File: src/rtl/swim_pkg.sv
// Shared SWIM low-speed constants, FSM state encoding and frame bit positions.
// Used by both the receiver and the transmitter.
package swim_pkg;

  localparam int unsigned T_THRESH   = 66;
  localparam int unsigned T_GLITCH   = 3;
  localparam int unsigned T_MAXLOW   = 240;
  localparam int unsigned T_LINERST  = 768;
  localparam int unsigned T_TIMEOUT  = 1024;

  // Phase-length counter must be able to hold T_TIMEOUT itself.
  localparam int unsigned LEN_W      = $clog2(T_TIMEOUT + 1);
  localparam int unsigned CNT_W      = 4;

  localparam logic [CNT_W-1:0] BIT_HDR    = CNT_W'(0);
  localparam logic [CNT_W-1:0] BIT_PARITY = CNT_W'(9);

  typedef enum logic [1:0] {
    ST_IDLE,
    ST_LOW,
    ST_DATA_HIGH,
    ST_WAIT_IDLE
  } swim_state_e;

endpackage

File: src/rtl/swim_line_sync.sv
// Two-flop synchronizer for the SWIM pad with registered edge pulses that
// line up with the first cycle of the new synchronized level.
module swim_line_sync (
  input  logic clk_i,
  input  logic rst_ni,
  input  logic pin_i,
  output logic level_o,
  output logic rise_o,
  output logic fall_o
);

  logic meta_q, level_q, rise_q, fall_q;

  always_ff @(posedge clk_i) begin
    if (!rst_ni) begin
      meta_q  <= 1'b1;
      level_q <= 1'b1;
      rise_q  <= 1'b0;
      fall_q  <= 1'b0;
    end else begin
      meta_q  <= pin_i;
      level_q <= meta_q;
      rise_q  <= meta_q & ~level_q;
      fall_q  <= ~meta_q & level_q;
    end
  end

  assign level_o = level_q;
  assign rise_o  = rise_q;
  assign fall_o  = fall_q;

endmodule

File: src/rtl/swim_rx.sv
// SWIM low-speed receiver: measures low-phase widths, decodes target frames
// (header, 8 data bits MSB first, parity) and hands bytes out on valid/ready.
module swim_rx
  import swim_pkg::*;
(
  input  logic       clk,
  input  logic       reset,
  input  logic       en,
  input  logic       swim_in,
  output logic [7:0] rx_data,
  output logic       rx_valid,
  input  logic       rx_ready,
  output logic       frame_done,
  output logic       parity_ok,
  output logic       frame_err,
  output logic       line_rst,
  output logic       overrun
);

  logic level, rise, fall;

  swim_line_sync u_sync (
    .clk_i   (clk),
    .rst_ni  (reset),
    .pin_i   (swim_in),
    .level_o (level),
    .rise_o  (rise),
    .fall_o  (fall)
  );

  logic [LEN_W-1:0] len_q, len_d;
  swim_state_e      state_q, prior_q;
  logic [CNT_W-1:0] bit_cnt_q;
  logic             bit_q, bit_pend_q;
  logic [7:0]       shreg_q, rx_data_q;
  logic             par_q, rx_valid_q, frame_done_q, parity_ok_q;
  logic             frame_err_q, line_rst_q, overrun_q;
  logic             consume_c, hdr_zero_c, parity_end_c;

  // Phase length: restarts on every synchronized edge, saturates at the timeout.
  always_comb begin
    len_d = len_q;
    if (rise || fall) begin
      len_d = '0;
    end else if (len_q != LEN_W'(T_TIMEOUT)) begin
      len_d = len_q + LEN_W'(1);
    end
  end

  always_ff @(posedge clk) begin
    if (!reset) len_q <= '0;
    else        len_q <= len_d;
  end

  assign consume_c    = (state_q == ST_DATA_HIGH) && bit_pend_q;
  assign hdr_zero_c   = consume_c && (bit_cnt_q == BIT_HDR) && !bit_q;
  assign parity_end_c = consume_c && (bit_cnt_q == BIT_PARITY);

  always_ff @(posedge clk) begin
    if (!reset) begin
      state_q      <= ST_IDLE;
      prior_q      <= ST_IDLE;
      bit_cnt_q    <= '0;
      bit_q        <= 1'b0;
      bit_pend_q   <= 1'b0;
      shreg_q      <= '0;
      par_q        <= 1'b0;
      rx_data_q    <= '0;
      rx_valid_q   <= 1'b0;
      frame_done_q <= 1'b0;
      parity_ok_q  <= 1'b0;
      frame_err_q  <= 1'b0;
      line_rst_q   <= 1'b0;
      overrun_q    <= 1'b0;
    end else begin
      frame_done_q <= 1'b0;
      frame_err_q  <= 1'b0;
      line_rst_q   <= 1'b0;
      if (rx_valid_q && rx_ready) rx_valid_q <= 1'b0;

      if (!en) begin
        state_q    <= ST_IDLE;
        bit_pend_q <= 1'b0;
      end else begin
        case (state_q)
          ST_IDLE: begin
            if (fall) begin
              state_q   <= ST_LOW;
              prior_q   <= ST_IDLE;
              bit_cnt_q <= '0;
              shreg_q   <= '0;
              par_q     <= 1'b0;
            end
          end

          ST_LOW: begin
            if (rise) begin
              if (len_q < LEN_W'(T_GLITCH)) begin
                state_q <= prior_q;
              end else if (len_q > LEN_W'(T_MAXLOW)) begin
                frame_err_q <= 1'b1;
                state_q     <= ST_IDLE;
              end else begin
                bit_q      <= (len_q < LEN_W'(T_THRESH));
                bit_pend_q <= 1'b1;
                state_q    <= ST_DATA_HIGH;
              end
            end else if (len_q == LEN_W'(T_LINERST)) begin
              line_rst_q <= 1'b1;
              state_q    <= ST_WAIT_IDLE;
            end
          end

          ST_DATA_HIGH: begin
            bit_pend_q <= 1'b0;
            if (hdr_zero_c) begin
              // Host frame echo on the shared line: not ours to decode.
              state_q <= ST_WAIT_IDLE;
            end else if (parity_end_c) begin
              frame_done_q <= 1'b1;
              parity_ok_q  <= (par_q == bit_q);
              if (!rx_valid_q || rx_ready) begin
                rx_data_q  <= shreg_q;
                rx_valid_q <= 1'b1;
              end else begin
                overrun_q <= 1'b1;
              end
              state_q <= ST_IDLE;
            end else begin
              if (consume_c) begin
                if (bit_cnt_q != BIT_HDR) begin
                  shreg_q <= {shreg_q[6:0], bit_q};
                  par_q   <= par_q ^ bit_q;
                end
                bit_cnt_q <= bit_cnt_q + CNT_W'(1);
              end
              if (fall) begin
                prior_q <= ST_DATA_HIGH;
                state_q <= ST_LOW;
              end else if (len_q == LEN_W'(T_TIMEOUT)) begin
                frame_err_q <= 1'b1;
                state_q     <= ST_IDLE;
              end
            end
          end

          ST_WAIT_IDLE: begin
            if (level && (len_q == LEN_W'(T_TIMEOUT))) state_q <= ST_IDLE;
          end

          default: state_q <= ST_IDLE;
        endcase
      end
    end
  end

  assign rx_data    = rx_data_q;
  assign rx_valid   = rx_valid_q;
  assign frame_done = frame_done_q;
  assign parity_ok  = parity_ok_q;
  assign frame_err  = frame_err_q;
  assign line_rst   = line_rst_q;
  assign overrun    = overrun_q;

endmodule
File: config.mk
export PLATFORM = sky130hd
export DESIGN_NAME = swim_rx
export DESIGN_NICKNAME = d
export VERILOG_FILES = /design/src/rtl/swim_pkg.sv /design/src/rtl/swim_line_sync.sv /design/src/rtl/swim_rx.sv
export SDC_FILE = /design/constraint.sdc
export NUM_CORES = 1
export LEC_CHECK = 0
export BUFFER_PORTS_ARGS = -buffer_cell sky130_fd_sc_hd__clkbuf_2
export CAP_MARGIN = 10
export CORE_UTILIZATION = 50
export DETAILED_ROUTE_END_ITERATION = 10
export PLACE_DENSITY = 0.65
export SLEW_MARGIN = 20
export SYNTH_ARGS = -nofsm -noshare
export SYNTH_HDL_FRONTEND = slang
export SYNTH_HIERARCHICAL = 1
export SYNTH_SLANG_ARGS = --single-unit
File: constraint.sdc
create_clock -name clk -period 2.8 [get_ports clk]
set_input_delay 0.7 -clock clk [delete_from_list [all_inputs] [get_ports clk]]
set_output_delay 0.7 -clock clk [all_outputs]
set_load 0.01 [all_outputs]
==> impl_results.rst <==
.. list-table::
   :header-rows: 1

   * - Metric
     - Value
   * - Total of endpoints with negative setup slack in the final report
     - 0
   * - Path length in cells of the critical path
     - 7
   * - Vias per cell
     - 5.47
   * - Slowest cell delay on critical path
     - approximately 0.49 ns
   * - Total I/O pin count
     - 19
   * - Worst reg2reg setup slack
     - roughly 0.50 ns
   * - Finished Layout Cells
     - around 320
   * - Transition at the pin with the smallest max-transition slack
     - around 0.55 ns
   * - Core region area
     - around 4400 um^2
   * - Worst path bufs/invs
     - 2
   * - Die ar.
     - 4790 um^2
   * - Average wire length per cell after detail routing
     - ~13 um
   * - Antenna violations before repair
     - 0
   * - Std-Cell Rows
     - 24
   * - Layout Skew
     - slightly below 0.005 ns
   * - Antenna Nets Post-Route
     - 0
   * - Wirelength, routed
     - around 4.3 mm
   * - Chip height
     - 69.2 um
   * - Top cell by count, worst path
     - sky130_fd_sc_hd__inv_1
   * - Setup repair bufs after CTS
     - 0
   * - Congestion Overflow GR
     - 0
   * - Total vias in the final route
     - approximately 1800
   * - Beginning of the critical path
     - state_q[0]
   * - Biggest fanout along the worst timing path
     - 15
   * - Starting utilization of the core area
     - just over 50%
   * - Crit path time final
     - roughly 2.3 ns
   * - Global-route wire length before repair
     - approximately 7.5 mm
   * - WP data arrival
     - approximately 2.5 ns
   * - Clock Tree Root
     - sky130_fd_sc_hd__clkbuf_8
   * - Post-DP HPWL
     - between 3 and 4 mm
   * - Layout fillers
     - roughly 400
   * - Class of the most critical setup path
     - register to register
   * - CTS tree
     - yes
   * - Reg-to-Reg Start
     - state_q[0]
   * - Number of cells on the worst reg-to-reg path
     - 7
   * - Min-Delay Path Class
     - register to register
   * - # hold bufs at CTS
     - 0
   * - Dominant delay contributor by cell family on the critical path
     - simple AND/OR/NAND/NOR gates
   * - Share of final-layout standard cells stronger than drive strength 1
     - 13.7%
   * - Number of enable-type register cells in the synthesized netlist
     - 0
   * - Final sum of negative setup slack
     - 0 ns
   * - N_diodes
     - 0
   * - Cell with the biggest individual delay on the critical path
     - sky130_fd_sc_hd__ha_1
   * - Clock Tree Buf Depth
     - 2
   * - All-Layer GR Usage
     - 19.4%
   * - Final hold violations
     - 0
   * - GPL Wtd Cong
     - about 0.8
   * - Die X-Extent
     - just under 70 um
   * - Rel. slew slack
     - 63.4%
   * - Number of slew-limit violations in the final report
     - 0
   * - Drt pass-1 iters
     - 4
   * - Endpoint of the most critical setup path
     - rx_data[7]
   * - Unrepaired setup endpoints after global routing
     - false
   * - Number of max-capacitance violations reported
     - 0
   * - Number of buffers created by CTS
     - 5
   * - CTS H-tree depth
     - 2
   * - Peak supply drop
     - between 0.3 and 0.4 mV
   * - Via count of the first global-routing pass
     - 1641
   * - Ys Warns
     - 6
   * - Post-Syn Nets
     - approximately 260
   * - DRC marker count from the first detailed-route iteration
     - around 90
   * - Gate count after technology mapping
     - between 200 and 250
   * - Worst Hold Path Cells
     - 1
   * - Crit path launch type
     - register
   * - Clock latency at the later pin of the worst-skew pair
     - 0.29 ns
   * - Post-synth cell types
     - between 40 and 50
   * - Port buffer count
     - 18
   * - Most used flip-flop cell after synthesis
     - sky130_fd_sc_hd__dfxtp_1
   * - Endpoint of the worst-slack reg-to-reg timing path
     - rx_data[7]
   * - Highest achievable clock rate
     - 434 MHz
   * - Outcome
     - completed
   * - Maximum number of pins on one net before global-route repair
     - 30
   * - Post-Synthesis Mean Instance Area
     - just over 9 um^2
   * - Clock transition time at the flip-flop clock pins of the worst setup and hold paths
     - 0.09 ns
   * - Synth Register Bits
     - 47
   * - Synth async-reset ratio
     - 0%
   * - Element type at the critical path end
     - register
   * - Worst path required time
     - approximately 3 ns
   * - Area growth from synthesis to final layout
     - 11.5%
   * - Instance area after placement
     - roughly 2400 um^2
   * - Total Nets Final
     - between 200 and 300
   * - Power density over cell area
     - 499 nW/um^2
   * - Sinks on the clock net
     - 47
   * - Placed cell count
     - about 310
   * - Area of all placed cells without fillers
     - about 2500 um^2
   * - DRC
     - 0
   * - Seq/Total Area, Yosys
     - 41.7%
   * - Crit-path cells
     - inv_1 > ha_1 > inv_1 > nor2_1 > nand3_1 > mux2i_1 > nor2b_1
   * - Synth Cell Area
     - between 2000 and 2500 um^2
   * - Count of instances resized after the clock tree is built
     - 0
   * - Launch instance of the worst min-delay path
     - u_sync/meta_q
   * - Crit share post-route
     - 82.2%
   * - Leakage power
     - ~0.98 nW
per-stage QoR:
stage | power [mW] | utilization, % | setup WS, ns | hold slack [ns]
detailed placement | 0.761 | 55.1 | 0.484 | 0.448
floorplan | 0.744 | - | 1.05 | 0.419
global route | 1.31 | 57.8 | 0.224 | 0.497
finish | 1.26 | 57.8 | 0.497 | 0.466
CTS | 1.27 | 57.8 | 0.468 | 0.470
global placement | 0.761 | 55.1 | 0.609 | 0.433
worst min path at each step:
stage,to
global placement,u_sync/level_o
global route,u_sync/level_o
floorplan,u_sync/level_o
detailed placement,u_sync/level_o
CTS,shreg_q[7]
finish,u_sync/level_o
area by class of cell:
cell class | instances | area (um^2) | share of cell area [%]
Clock buffer | 6 | 82.6 | 3.28
Clock inverter | 2 | 35.0 | 1.39
Inverter | 11 | 41.3 | 1.64
Multi-Input combinational cell | 184 | 1250 | 49.6
Sequential cell | 47 | 941 | 37.4
Tap cell | 52 | 65.1 | 2.58
Timing Repair Buffer | 20 | 105 | 4.17
kinds of logic after synthesis:
family | Yosys count | share of synthesized area (%)
simple gates | 107 | 26.6
mux | 10 | 4.49
compound gates | 50 | 16.1
flops | 47 | 41.7
fa+ha+maj | 9 | 4.99
buf+inv | 18 | 3.05
xor+xnor | 8 | 3.10
cells in the final DEF, fill, tap and decap left out, types with 2 or more instances in the layout:
cell                       count
sky130_fd_sc_hd__a21oi_1       7
sky130_fd_sc_hd__mux2i_1       9
sky130_fd_sc_hd__nand2b_1      6
sky130_fd_sc_hd__nand3_1      16
sky130_fd_sc_hd__and3_1        2
sky130_fd_sc_hd__o21a_1        5
sky130_fd_sc_hd__inv_1        11
sky130_fd_sc_hd__nor2b_1      12
sky130_fd_sc_hd__a211oi_1      2
sky130_fd_sc_hd__nor4_1        2
sky130_fd_sc_hd__nor3b_1       4
sky130_fd_sc_hd__clkbuf_8      6
sky130_fd_sc_hd__buf_4         2
sky130_fd_sc_hd__xnor2_1       2
sky130_fd_sc_hd__nor3_1        6
sky130_fd_sc_hd__a21boi_0      5
sky130_fd_sc_hd__clkbuf_2     18
sky130_fd_sc_hd__and3b_1       2
sky130_fd_sc_hd__nor2_1       16
sky130_fd_sc_hd__o32ai_1       2
sky130_fd_sc_hd__dfxtp_1      47
sky130_fd_sc_hd__nand2_1      25
sky130_fd_sc_hd__a21boi_1     10
sky130_fd_sc_hd__or3_1         4
sky130_fd_sc_hd__xor2_1        6
sky130_fd_sc_hd__nand4_1       4
sky130_fd_sc_hd__o21ai_0       8
sky130_fd_sc_hd__ha_1          9
sky130_fd_sc_hd__o22ai_1       2
power by group:
group,internal [mW],switching [mW],total (mW),leakage (nW)
Clock,0.289,0.222,0.511,0.0612
Combinational,0.0272,0.0363,0.0635,0.544
Sequential,0.674,0.00783,0.682,0.380
Total,0.991,0.266,1.26,0.985
state kept, by name, indices dropped and copies added, names as in the netlist, 2 cells and up:
register / count
bit_cnt_q: 4
state_q: 2
len_q: 11
rx_data: 8
shreg_q: 8
Yosys cell counts (6+ instances only):
cell type / n / share of area (%)
sky130_fd_sc_hd__a21oi_1: 7 / 1.6
sky130_fd_sc_hd__nor2b_1: 12 / 3.3
sky130_fd_sc_hd__ha_1: 9 / 5.0
sky130_fd_sc_hd__inv_1: 11 / 1.8
sky130_fd_sc_hd__nand2_1: 25 / 4.2
sky130_fd_sc_hd__clkbuf_1: 6 / 1.0
sky130_fd_sc_hd__xor2_1: 6 / 2.3
sky130_fd_sc_hd__nor2_1: 16 / 2.7
sky130_fd_sc_hd__mux2i_1: 9 / 4.0
sky130_fd_sc_hd__dfxtp_1: 47 / 42
sky130_fd_sc_hd__nand3_1: 16 / 3.5
sky130_fd_sc_hd__a21boi_1: 10 / 3.3
sky130_fd_sc_hd__nor3_1: 6 / 1.3
sky130_fd_sc_hd__o21ai_0: 8 / 1.8
sky130_fd_sc_hd__nand2b_1: 6 / 1.7
per-layer routing:
| metal | wire length [um] | share of wire, % | vias up | global-route usage, % |
|---|---|---|---|---|
| li1 | - | - | 918 | - |
| met1 | 2300 | 54 | 818 | 27.3 |
| met2 | 1790 | 42 | 20 | 29.3 |
| met3 | 134 | 3.1 | 5 | 4.65 |
| met4 | 43 | 1.0 | 0 | 6.12 |
| met5 | 0 | 0 | - | 0 |
Power figures use the tool's default switching activity.
